[config.mk]
export PLATFORM = sky130hd
export DESIGN_NAME = led_pwm_ctrl
export DESIGN_NICKNAME = d
export VERILOG_FILES = /design/src/rtl/led_pwm_pkg.sv /design/src/rtl/led_channel.sv /design/src/rtl/led_pwm_ctrl.sv
export SDC_FILE = /design/constraint.sdc
export NUM_CORES = 1
export LEC_CHECK = 0
export BUFFER_PORTS_ARGS = -buffer_cell sky130_fd_sc_hd__buf_2
export CELL_PAD_IN_SITES_DETAIL_PLACEMENT = 0
export CELL_PAD_IN_SITES_GLOBAL_PLACEMENT = 2
export CORE_MARGIN = 1.5
export CORE_UTILIZATION = 40
export DETAILED_ROUTE_END_ITERATION = 8
export HOLD_SLACK_MARGIN = 0.12
export PLACE_DENSITY = 0.84
export SLEW_MARGIN = 30
export SYNTH_ARGS = -nofsm -noshare
export SYNTH_HDL_FRONTEND = slang
export SYNTH_HIERARCHICAL = 1
export SYNTH_SLANG_ARGS = --single-unit
[constraint.sdc]
create_clock -name clk -period 2.9 [get_ports clk]
set_input_delay 0.435 -clock clk [delete_from_list [all_inputs] [get_ports clk]]
set_output_delay 0.435 -clock clk [all_outputs]
set_load 0.005 [all_outputs]
[src/rtl/led_pwm_pkg.sv]
// ----------------------------------------------------------------------------
// led_pwm_pkg
// Shared types and constants for the LED/GPIO output controller.
//   led_mode_e      : per-channel output mode (OFF, ON, BLINK, PWM)
//   REG_*           : register-select codes within a channel's 4-word window
//   ADDR_*/SEL_*/CH_*: layout of the 6-bit word address on the peripheral bus
// ----------------------------------------------------------------------------
package led_pwm_pkg;

    typedef enum logic [1:0] {
        LED_OFF   = 2'd0,
        LED_ON    = 2'd1,
        LED_BLINK = 2'd2,
        LED_PWM   = 2'd3
    } led_mode_e;

    localparam logic [1:0] REG_MODE   = 2'd0;
    localparam logic [1:0] REG_DUTY   = 2'd1;
    localparam logic [1:0] REG_PERIOD = 2'd2;
    localparam logic [1:0] REG_STATUS = 2'd3;

    // Word address: [5:2] channel index, [1:0] register select.
    localparam int ADDR_W  = 6;
    localparam int SEL_LSB = 0;
    localparam int SEL_W   = 2;
    localparam int CH_LSB  = 2;
    localparam int CH_W    = 4;

endpackage

[src/rtl/led_channel.sv]
// ----------------------------------------------------------------------------
// led_channel
// One LED output channel: mode/duty/period registers, blink counter and
// blink state, and the registered LED drive bit.
// Ports:
//   clk, reset        : system clock, asynchronous active-high reset
//   tick              : shared timebase tick (one clk wide)
//   pwm_cnt           : shared free-running PWM counter
//   wr_mode/duty/period: decoded write strobes for this channel
//   wdata_*           : write data already trimmed to each register's width
//   mode/duty/period  : register contents (for read-back)
//   blink_state       : current blink phase (for STATUS read-back)
//   led               : LED drive, active-high, one clk after its cause
// ----------------------------------------------------------------------------
module led_channel
    import led_pwm_pkg::*;
#(
    parameter int PWM_W   = 8,
    parameter int BLINK_W = 16
) (
    input  logic               clk,
    input  logic               reset,
    input  logic               tick,
    input  logic [PWM_W-1:0]   pwm_cnt,
    input  logic               wr_mode,
    input  logic               wr_duty,
    input  logic               wr_period,
    input  logic [1:0]         wdata_mode,
    input  logic [PWM_W-1:0]   wdata_duty,
    input  logic [BLINK_W-1:0] wdata_period,
    output led_mode_e          mode,
    output logic [PWM_W-1:0]   duty,
    output logic [BLINK_W-1:0] period,
    output logic               blink_state,
    output logic               led
);

    logic [BLINK_W-1:0] blink_cnt;
    logic               led_next;

    // NOTE: every output of a combinational block gets a default first, so
    // no path through the case leaves it unassigned (which would infer a latch).
    always_comb begin
        led_next = 1'b0;
        unique case (mode)
            LED_OFF:   led_next = 1'b0;
            LED_ON:    led_next = 1'b1;
            LED_BLINK: led_next = blink_state;
            LED_PWM:   led_next = (pwm_cnt < duty);
            default:   led_next = 1'b0;
        endcase
    end

    // NOTE: state registers use non-blocking assignments so every flop samples
    // pre-edge values regardless of statement order.
    always_ff @(posedge clk or posedge reset) begin
        if (reset) begin
            mode        <= LED_OFF;
            duty        <= '0;
            period      <= '0;
            blink_cnt   <= '0;
            blink_state <= 1'b0;
            led         <= 1'b0;
        end else begin
            if (wr_mode)   mode   <= led_mode_e'(wdata_mode);
            if (wr_duty)   duty   <= wdata_duty;
            if (wr_period) period <= wdata_period;

            // A MODE or PERIOD write restarts the blink phase and takes
            // priority over a coincident tick.
            if (wr_mode || wr_period) begin
                blink_cnt   <= '0;
                blink_state <= 1'b0;
            end else if (tick && mode == LED_BLINK) begin
                if (blink_cnt == period) begin
                    blink_cnt   <= '0;
                    blink_state <= ~blink_state;
                end else begin
                    blink_cnt <= blink_cnt + 1'b1;
                end
            end

            led <= led_next;
        end
    end

endmodule

[src/rtl/led_pwm_ctrl.sv]
// ----------------------------------------------------------------------------
// led_pwm_ctrl
// Memory-mapped controller for CHANNELS independently programmable LEDs.
// Holds the shared prescaler and PWM counter, the bus write decode and the
// registered read path; per-channel state lives in led_channel.
// Ports:
//   clk, reset : system clock, asynchronous active-high reset
//   bus_we     : single-cycle write strobe
//   bus_re     : single-cycle read strobe
//   bus_addr   : word address, [5:2] channel, [1:0] register select
//   bus_wdata  : write data (bits above each register's width ignored)
//   bus_rdata  : read data, valid when bus_rvalid=1, held otherwise
//   bus_rvalid : one-cycle pulse, one clk after bus_re
//   led        : LED drive, bit i = channel i, active-high
// ----------------------------------------------------------------------------
module led_pwm_ctrl
    import led_pwm_pkg::*;
#(
    parameter int CHANNELS = 4,
    parameter int PWM_W    = 8,
    parameter int BLINK_W  = 16,
    parameter int PRESCALE = 50
) (
    input  logic                clk,
    input  logic                reset,
    input  logic                bus_we,
    input  logic                bus_re,
    input  logic [ADDR_W-1:0]   bus_addr,
    input  logic [31:0]         bus_wdata,
    output logic [31:0]         bus_rdata,
    output logic                bus_rvalid,
    output logic [CHANNELS-1:0] led
);

    localparam int PRE_W = (PRESCALE > 1) ? $clog2(PRESCALE) : 1;
    localparam logic [PRE_W-1:0] PRE_MAX = PRE_W'(PRESCALE - 1);

    logic [PRE_W-1:0] pre_cnt;
    logic             tick;
    logic [PWM_W-1:0] pwm_cnt;

    logic [CH_W-1:0]  addr_ch;
    logic [SEL_W-1:0] addr_sel;
    logic [31:0]      rd_next;

    led_mode_e          ch_mode   [CHANNELS];
    logic [PWM_W-1:0]   ch_duty   [CHANNELS];
    logic [BLINK_W-1:0] ch_period [CHANNELS];
    logic               ch_blink  [CHANNELS];

    // Only the low bits of the write data reach any register.
    logic unused_wdata;
    assign unused_wdata = ^bus_wdata;

    assign addr_ch  = bus_addr[CH_LSB +: CH_W];
    assign addr_sel = bus_addr[SEL_LSB +: SEL_W];

    // Timebase: tick is high during the last count of each prescaler period.
    assign tick = (pre_cnt == PRE_MAX);

    // NOTE: reset is asynchronous and covers every flop, including the
    // per-channel registers, so outputs drop without waiting for a clock.
    always_ff @(posedge clk or posedge reset) begin
        if (reset) begin
            pre_cnt <= '0;
            pwm_cnt <= '0;
        end else begin
            pre_cnt <= tick ? '0 : pre_cnt + 1'b1;
            if (tick) pwm_cnt <= pwm_cnt + 1'b1;
        end
    end

    // Channels beyond CHANNELS have no instance, so writes to them match
    // nothing and are dropped; STATUS has no write strobe at all.
    for (genvar i = 0; i < CHANNELS; i++) begin : g_ch
        logic wr_hit;
        assign wr_hit = bus_we && (addr_ch == CH_W'(i));

        led_channel #(
            .PWM_W   (PWM_W),
            .BLINK_W (BLINK_W)
        ) u_channel (
            .clk          (clk),
            .reset        (reset),
            .tick         (tick),
            .pwm_cnt      (pwm_cnt),
            .wr_mode      (wr_hit && addr_sel == REG_MODE),
            .wr_duty      (wr_hit && addr_sel == REG_DUTY),
            .wr_period    (wr_hit && addr_sel == REG_PERIOD),
            .wdata_mode   (bus_wdata[1:0]),
            .wdata_duty   (bus_wdata[PWM_W-1:0]),
            .wdata_period (bus_wdata[BLINK_W-1:0]),
            .mode         (ch_mode[i]),
            .duty         (ch_duty[i]),
            .period       (ch_period[i]),
            .blink_state  (ch_blink[i]),
            .led          (led[i])
        );
    end

    // Read mux sees pre-edge register values, so a read coinciding with a
    // write to the same address returns the old contents.
    always_comb begin
        rd_next = '0;
        for (int i = 0; i < CHANNELS; i++) begin
            if (addr_ch == CH_W'(i)) begin
                unique case (addr_sel)
                    REG_MODE:   rd_next = {30'd0, ch_mode[i]};
                    REG_DUTY:   rd_next = 32'(ch_duty[i]);
                    REG_PERIOD: rd_next = 32'(ch_period[i]);
                    REG_STATUS: rd_next = {30'd0, ch_blink[i], led[i]};
                    default:    rd_next = '0;
                endcase
            end
        end
    end

    always_ff @(posedge clk or posedge reset) begin
        if (reset) begin
            bus_rdata  <= '0;
            bus_rvalid <= 1'b0;
        end else begin
            bus_rvalid <= bus_re;
            if (bus_re) bus_rdata <= rd_next;
        end
    end

endmodule

* Yosys cells after proc, flatten, opt, wreduce, memory -nomap -nowiden
Index checks and enable logic that the tools add are counted.
** Storage, ports and cells
- Register bits :: 223
- Input port bits :: 42
- Output and inout port bits :: 37
- Logic and storage cells :: 144
** Operators by class
- Add/sub/neg operators :: 6
- Order comparisons :: 4
- Equal/unequal tests :: 23
- Muxes and demuxes :: 37
- Bitwise logic cells :: 4
- Reductions and logical operators :: 42
** Operators with widths (number)
- 32-bit one-hot mux with 4 select lines :: 4
- 16-bit two-way mux :: 12
- 32-bit two-way mux :: 4
- 16-bit by 1-bit adder with 16-bit output (second input constant) :: 4
- 16-bit equality test :: 4
- 8-bit < comparator :: 4
- 2-bit equality test (second input constant) :: 10
- 1-bit logical AND :: 20
- 1-bit one-hot mux with 4 select lines :: 4
- 2-bit nonzero test :: 8
- 1-bit two-way mux :: 12
- 2-bit by 1-bit equality test with 1-bit output (second input constant) :: 5
- 2-bit zero test :: 5
- 8-bit by 1-bit adder with 8-bit output (second input constant) :: 1
- 4-bit by 2-bit equality test with 1-bit output (second input constant) :: 2
- 2-bit AND reduction :: 4
- 6-bit by 1-bit adder with 6-bit output (second input constant) :: 1
- 6-bit equality test (second input constant) :: 1
- 6-bit two-way mux :: 1
- 4-bit by 1-bit equality test with 1-bit output (second input constant) :: 1
- 4-bit zero test :: 1
- 1-bit logical OR :: 4
- 1-bit NOT :: 4

* Longest topological paths before layout
- Depth after elaboration :: 6
- Gate-level depth with buffers :: 11
- Gate-level depth less buffers :: 9

* Modules after synthesis
Netlist, hierarchy kept.
** By module, submodules not included
- led_channel :: times used 4, cells an instance 199, area each 2182.1 sq um, seq. area each 1101.1 sq um
- led_pwm_ctrl :: times used 1, cells an instance 232, area each 2312.2 sq um, seq. area each 775.7 sq um

* Worst setup path after synthesis
No wires, ideal clock.
- Path kind :: in2reg
- From :: input bus_addr[0]
- To :: register g_ch[2].u_channel.blink_cnt[15]
- Setup time :: 0.124 ns
- Data arrival time :: 2.327 ns
- Required time :: 2.776 ns
- Setup slack :: 0.450 ns
- Stages :: 8
- Buffers on the path :: 1
- Cells stage by stage :: buf_2 > or3b_2 > nor3_1 > nor2_1 > a211oi_2 > nand4_1 > xor2_1 > nor2_1
** Between the ends
- Longest elaborated chain between the ends :: 4
- Elaborated cells between the ends (all ways) :: 7
- Those cells by class :: eq/ne: 1; mux: 1; reduce/logical: 5
** Ends and longest elaborated chain
- start, declared :: line led_pwm_ctrl.sv:28 : input logic [ADDR_W-1:0] bus_addr,
- 2-bit equality test or 2-bit zero test (tied branches) :: line led_pwm_ctrl.sv:89, led_pwm_ctrl.sv:87
- 1-bit logical AND, on equally long branches :: line led_pwm_ctrl.sv:89, led_pwm_ctrl.sv:87
- 1-bit logical OR (*) :: line led_channel.sv:71 : if (wr_mode || wr_period) begin
- 16-bit two-way mux or 2-bit nonzero test (tied branches)
- end signal, assigned :: line led_channel.sv:79 : blink_cnt <= blink_cnt + 1'b1;
- end, declared :: line led_channel.sv:38 : logic [BLINK_W-1:0] blink_cnt;
Mark *: on every way between the ends. The rest lies on a longest branch, timed or not.
A chain may end at the register's enable or synchronous reset.

* Worst setup path after layout
- From :: register pre_cnt[1]
- To :: register g_ch[1].u_channel.blink_cnt[15]
** Between the ends
- Longest elaborated chain between the ends :: 3
** Ends and longest elaborated chain
- start, declared :: line led_pwm_ctrl.sv:38 : logic [PRE_W-1:0] pre_cnt;
- start signal, assigned :: line led_pwm_ctrl.sv:68 : pre_cnt <= tick ? '0 : pre_cnt + 1'b1;
- 6-bit equality test :: line led_pwm_ctrl.sv:59 : assign tick = (pre_cnt == PRE_MAX);
- 1-bit logical AND :: line led_channel.sv:74 : end else if (tick && mode == LED_BLINK) begin
- 2-bit nonzero test (no source line)
- end signal, assigned :: line led_channel.sv:79
- end, declared :: line led_channel.sv:38
No other way between the ends.

==> impl_metrics.xml <==
<?xml version="1.0" encoding="UTF-8"?>
<metrics>
  <group name="clock_tree">
    <metric name="cts.clk_slew.worst_paths" unit="ns">0.06</metric>
    <metric name="clock-root-buffer" unit="">sky130_fd_sc_hd__clkbuf_16</metric>
    <metric name="cts_repair_resize_count" unit="">0</metric>
    <metric name="number_of_buffers_created_by_cts" unit="">24</metric>
    <metric name="cts.htree.levels" unit="">1</metric>
    <metric name="post-cts-setup-buffer-count" unit="">0</metric>
    <metric name="tritoncts" unit="">done</metric>
    <metric name="cts.sinks" unit="">207</metric>
    <metric name="clock_path_buffers" unit="">3</metric>
    <metric name="clock_insertion_delay_worst_skew" unit="ns">0.53</metric>
  </group>
  <group name="layout">
    <metric name="finalNetCount" unit="">1166</metric>
    <metric name="fillerInstances" unit="">2539</metric>
    <metric name="area.growth.synth_to_final" unit="%">11.75</metric>
    <metric name="antenna-diode-count" unit="">0</metric>
    <metric name="layout_commonest_cell" unit="">sky130_fd_sc_hd__dfrtp_1</metric>
    <metric name="drive_above_1_share" unit="">0.2118</metric>
    <metric name="final_cell_mix" unit="">207 x sky130_fd_sc_hd__dfrtp_1, 106 x sky130_fd_sc_hd__xor2_1, 101 x sky130_fd_sc_hd__nor2_1</metric>
  </group>
  <group name="pwr">
    <metric name="powerDensity" unit="nW/um2">593.2</metric>
    <metric name="power.total" unit="mW">7.318</metric>
    <metric name="power.net_switching" unit="mW">2.061</metric>
    <metric name="power.clock.fraction" unit="">0.386</metric>
    <metric name="leakagePower" unit="nW">6.063</metric>
    <metric name="netSwitchingFraction" unit="">0.2816</metric>
    <metric name="comb_power_share" unit="">0.135</metric>
    <metric name="sequential_power_share" unit="">0.479</metric>
    <metric name="ir_drop" unit="mV">0.4725</metric>
    <metric name="cellInternalPower" unit="mW">5.258</metric>
  </group>
  <group name="outcome">
    <metric name="run_status" unit="">finished, final reports clean</metric>
  </group>
  <group name="timing">
    <metric name="timing.fmax" unit="MHz">418.6</metric>
    <metric name="setup_tns" unit="ns">0</metric>
    <metric name="fin_worst_skew" unit="ns">0.02562</metric>
    <metric name="finalWorstPathRequiredPeriod" unit="ns">2.389</metric>
    <metric name="hold_viol" unit="">0</metric>
    <metric name="relSlewSlack" unit="">0.4537</metric>
    <metric name="min_period_over_period" unit="">0.8238</metric>
    <metric name="final-setup-viol-count" unit="">0</metric>
    <metric name="worst_slew_pin_slew" unit="ns">0.8186</metric>
    <metric name="grt_setup_unrepaired" unit="">false</metric>
    <metric name="whs" unit="ns">0.2342</metric>
    <metric name="slew_violations" unit="">0</metric>
  </group>
  <group name="place">
    <metric name="io_buffer_count" unit="">46</metric>
    <metric name="detailed_place_hpwl" unit="mm">20.77</metric>
    <metric name="place.gp.congestion" unit="">0.8037</metric>
  </group>
  <group name="synth">
    <metric name="yosysSeqAreaShare" unit="">0.4692</metric>
    <metric name="syn_avg_cell_area" unit="um2">10.74</metric>
    <metric name="number_of_enable_type_register_cells_in_the_synthesized_netlist" unit="">0</metric>
    <metric name="mappedNetlistArea" unit="um2">11040</metric>
    <metric name="synth-seq-cells" unit="">207</metric>
    <metric name="number_of_cells_produced_by_synthesis" unit="">1028</metric>
    <metric name="ys.warnings.count" unit="">6</metric>
    <metric name="synthFlopType" unit="">sky130_fd_sc_hd__dfrtp_1</metric>
    <metric name="synthDistinctLibCells" unit="">50</metric>
    <metric name="synth-async-reset-ratio" unit="">1.000</metric>
  </group>
  <group name="global_route">
    <metric name="antenna_found_initial" unit="">1</metric>
    <metric name="first_pass_grt_wire_length" unit="mm">45.50</metric>
    <metric name="grt_pass1_vias" unit="">7762</metric>
    <metric name="grt.total_usage" unit="">0.2079</metric>
    <metric name="maximum_number_of_pins_on_one_net_before_global_route_repair" unit="">45</metric>
    <metric name="overflow" unit="">0</metric>
  </group>
  <group name="detailed_routing">
    <metric name="drcViolationCount" unit="">0</metric>
    <metric name="vias_after_detailed_routing" unit="">7830</metric>
    <metric name="post_drt_via_cell_ratio" unit="">5.415</metric>
    <metric name="met2RoutedLength" unit="mm">13.93</metric>
    <metric name="top_layer" unit="">met4</metric>
    <metric name="wl_per_cell" unit="um">20.12</metric>
    <metric name="detail_route.wirelength" unit="mm">29.09</metric>
    <metric name="routedLengthMet1" unit="mm">13.37</metric>
    <metric name="drt_pre_antenna_iters" unit="">5</metric>
    <metric name="first_iter_violations" unit="">548</metric>
    <metric name="met3_length" unit="mm">1.148</metric>
    <metric name="antenna_violating_nets_post_route" unit="">0</metric>
  </group>
  <group name="job">
    <metric name="max_cap_violations" unit="">0</metric>
  </group>
  <group name="die">
    <metric name="die_y" unit="um">169.1</metric>
    <metric name="placementRows" unit="">60</metric>
    <metric name="die_area" unit="um2">28610</metric>
    <metric name="floorplan.initialDensity" unit="">0.4085</metric>
    <metric name="io_pins" unit="">79</metric>
    <metric name="die_x_extent" unit="um">169.1</metric>
    <metric name="design.core.area" unit="um2">27030</metric>
  </group>
  <group name="setup_path">
    <metric name="worstPathRequired" unit="ns">3.29</metric>
    <metric name="cpPeakStageDelay" unit="ns">0.48</metric>
    <metric name="timing.critical_path.fanout_max" unit="">17</metric>
    <metric name="timing.critical_path.cells" unit="">inv_1 &gt; ha_1 &gt; nand4b_1 &gt; nor2_1 &gt; buf_4 &gt; nand3b_1 &gt; buf_4 &gt; a211oi_2 &gt; nand4_1 &gt; xor2_1 &gt; nor2_1</metric>
    <metric name="cp.arrival" unit="ns">2.78</metric>
    <metric name="timing.critical_path.slowest_stage_cell" unit="">sky130_fd_sc_hd__a211oi_2</metric>
    <metric name="worstPathBufferInverterCount" unit="">3</metric>
    <metric name="path_class" unit="">flop to flop</metric>
    <metric name="worst_setup_path_end_kind" unit="">flop</metric>
    <metric name="worst_path_dominant_cell_family" unit="">buffers and inverters</metric>
    <metric name="r2r_setup_slack" unit="ns">0.51</metric>
    <metric name="timing.critical_path.from_type" unit="">flop</metric>
  </group>
  <group name="worst_hold_path">
    <metric name="hp-class" unit="">input pin to flop</metric>
  </group>
</metrics>
-- cells in the mapped netlist, types with 4 or more instances --
cell	n	area, um2
sky130_fd_sc_hd__nand4_1	26	162.7
sky130_fd_sc_hd__o22ai_1	8	50.05
sky130_fd_sc_hd__and4_1	8	70.07
sky130_fd_sc_hd__and3_1	6	37.54
sky130_fd_sc_hd__xor2_1	106	928.4
sky130_fd_sc_hd__buf_2	9	45.04
sky130_fd_sc_hd__nor4_1	16	100.1
sky130_fd_sc_hd__o31ai_1	4	30.03
sky130_fd_sc_hd__nor2_1	101	379.1
sky130_fd_sc_hd__nor3_1	4	20.02
sky130_fd_sc_hd__mux2i_1	8	80.08
sky130_fd_sc_hd__o221ai_1	6	52.55
sky130_fd_sc_hd__a31oi_1	6	37.54
sky130_fd_sc_hd__a211oi_1	10	75.07
sky130_fd_sc_hd__a221oi_1	14	122.6
sky130_fd_sc_hd__buf_4	21	157.7
sky130_fd_sc_hd__buf_6	6	67.56
sky130_fd_sc_hd__mux2_2	77	867.1
sky130_fd_sc_hd__mux4_2	8	180.2
sky130_fd_sc_hd__and2_1	5	31.28
sky130_fd_sc_hd__nor4_2	5	62.56
sky130_fd_sc_hd__ha_1	35	437.9
sky130_fd_sc_hd__a21o_1	12	90.09
sky130_fd_sc_hd__nand2b_1	5	31.28
sky130_fd_sc_hd__nand3b_1	5	37.54
sky130_fd_sc_hd__nand2_1	60	225.2
sky130_fd_sc_hd__or3_1	4	25.02
sky130_fd_sc_hd__o22a_2	6	60.06
sky130_fd_sc_hd__a211oi_2	8	100.1
sky130_fd_sc_hd__a21oi_1	24	120.1
sky130_fd_sc_hd__o21ai_2	4	35.03
sky130_fd_sc_hd__and3_2	5	37.54
sky130_fd_sc_hd__buf_1	4	15.01
sky130_fd_sc_hd__xnor2_1	21	183.9
sky130_fd_sc_hd__nand3_1	31	155.2
sky130_fd_sc_hd__clkbuf_1	11	41.29
sky130_fd_sc_hd__a22oi_1	26	195.2
sky130_fd_sc_hd__or2_2	4	25.02
sky130_fd_sc_hd__dfrtp_1	207	5180
sky130_fd_sc_hd__o21ai_0	36	180.2
sky130_fd_sc_hd__inv_1	55	206.5
-- sequential cells by signal, indices dropped and copies added, names as in the netlist, 6 cells and up --
signal                    cells
g_ch.u_channel/blink_cnt     64
g_ch.u_channel/period        64
g_ch.u_channel/duty          32
bus_rdata                    16
g_ch.u_channel/mode           8
pwm_cnt                       8
pre_cnt                       6
-- what timing repair did --
item                                    in CTS  in global routing
hold buffers                                 1                  0
hold endpoints to repair                   138                  0
endpoints found under the setup margin       0                  0
-- final timing paths --
kind | start | end | cells past startpoint
setup / recovery | pre_cnt[1] | g_ch[1].u_channel/blink_cnt[15] | 11
hold / removal | bus_wdata[15] | g_ch[1].u_channel/period[15] | 2
setup reg to reg | pre_cnt[1] | g_ch[1].u_channel/blink_cnt[15] | 11
hold reg to reg | pre_cnt[0] | pre_cnt[0] | 1
max in group asynchronous | reset | g_ch[2].u_channel/duty[1] | 3
min in group asynchronous | reset | g_ch[1].u_channel/period[10] | 3
-- final cells by class --
class                           instances  area [um2]  area share
Multi-Input combinational cell        726        5339      0.4327
Sequential cell                       207        5180      0.4198
Clock buffer                           35       681.9     0.05527
Timing Repair Buffer                   75       450.4     0.03651
Tap cell                              341       426.7     0.03458
Inverter                               55       214.0     0.01734
Clock inverter                          7       46.29    0.003752
-- logic make-up after synthesis --
group	share of synthesized area
simple gates	0.1309
compound gates	0.1040
mux	0.1021
xor+xnor	0.1007
buf+inv	0.05304
fa+ha+maj	0.03966
other cells	0.0003397
flops	0.4692
-- through the flow --
step | instance area, um2 | cells | util | worst slack [ns]
floorplan | 11100 | 1043 | - | 0.4495
global placement | 11590 | 1403 | 0.4289 | 0.1712
detailed placement | 11600 | 1403 | 0.4292 | 0.1213
CTS | 12340 | 1446 | 0.4565 | 0.4761
global route | 12340 | 1446 | 0.4565 | 0.3357
finish | 12340 | 1446 | 0.4565 | 0.5110
-- power groups by stage --
stage	Combinational, mW	Clock (mW)	Sequential, mW
floorplan	0.761	0	3.41
global placement	0.965	0	3.56
detailed placement	0.992	0	3.56
CTS	0.997	2.89	3.51
global route	1.11	3.01	3.54
finish	0.986	2.82	3.51
-- routing by layer --
| metal | up-vias | track usage |
|---|---|---|
| met3 | 45 | 0.02962 |
| li1 | 3737 | - |
| met2 | 178 | 0.3407 |
| met4 | 0 | 0.05117 |
| met1 | 3870 | 0.2907 |
| met5 | - | 0 |
Note: power is estimated with default switching activity, not from simulation.
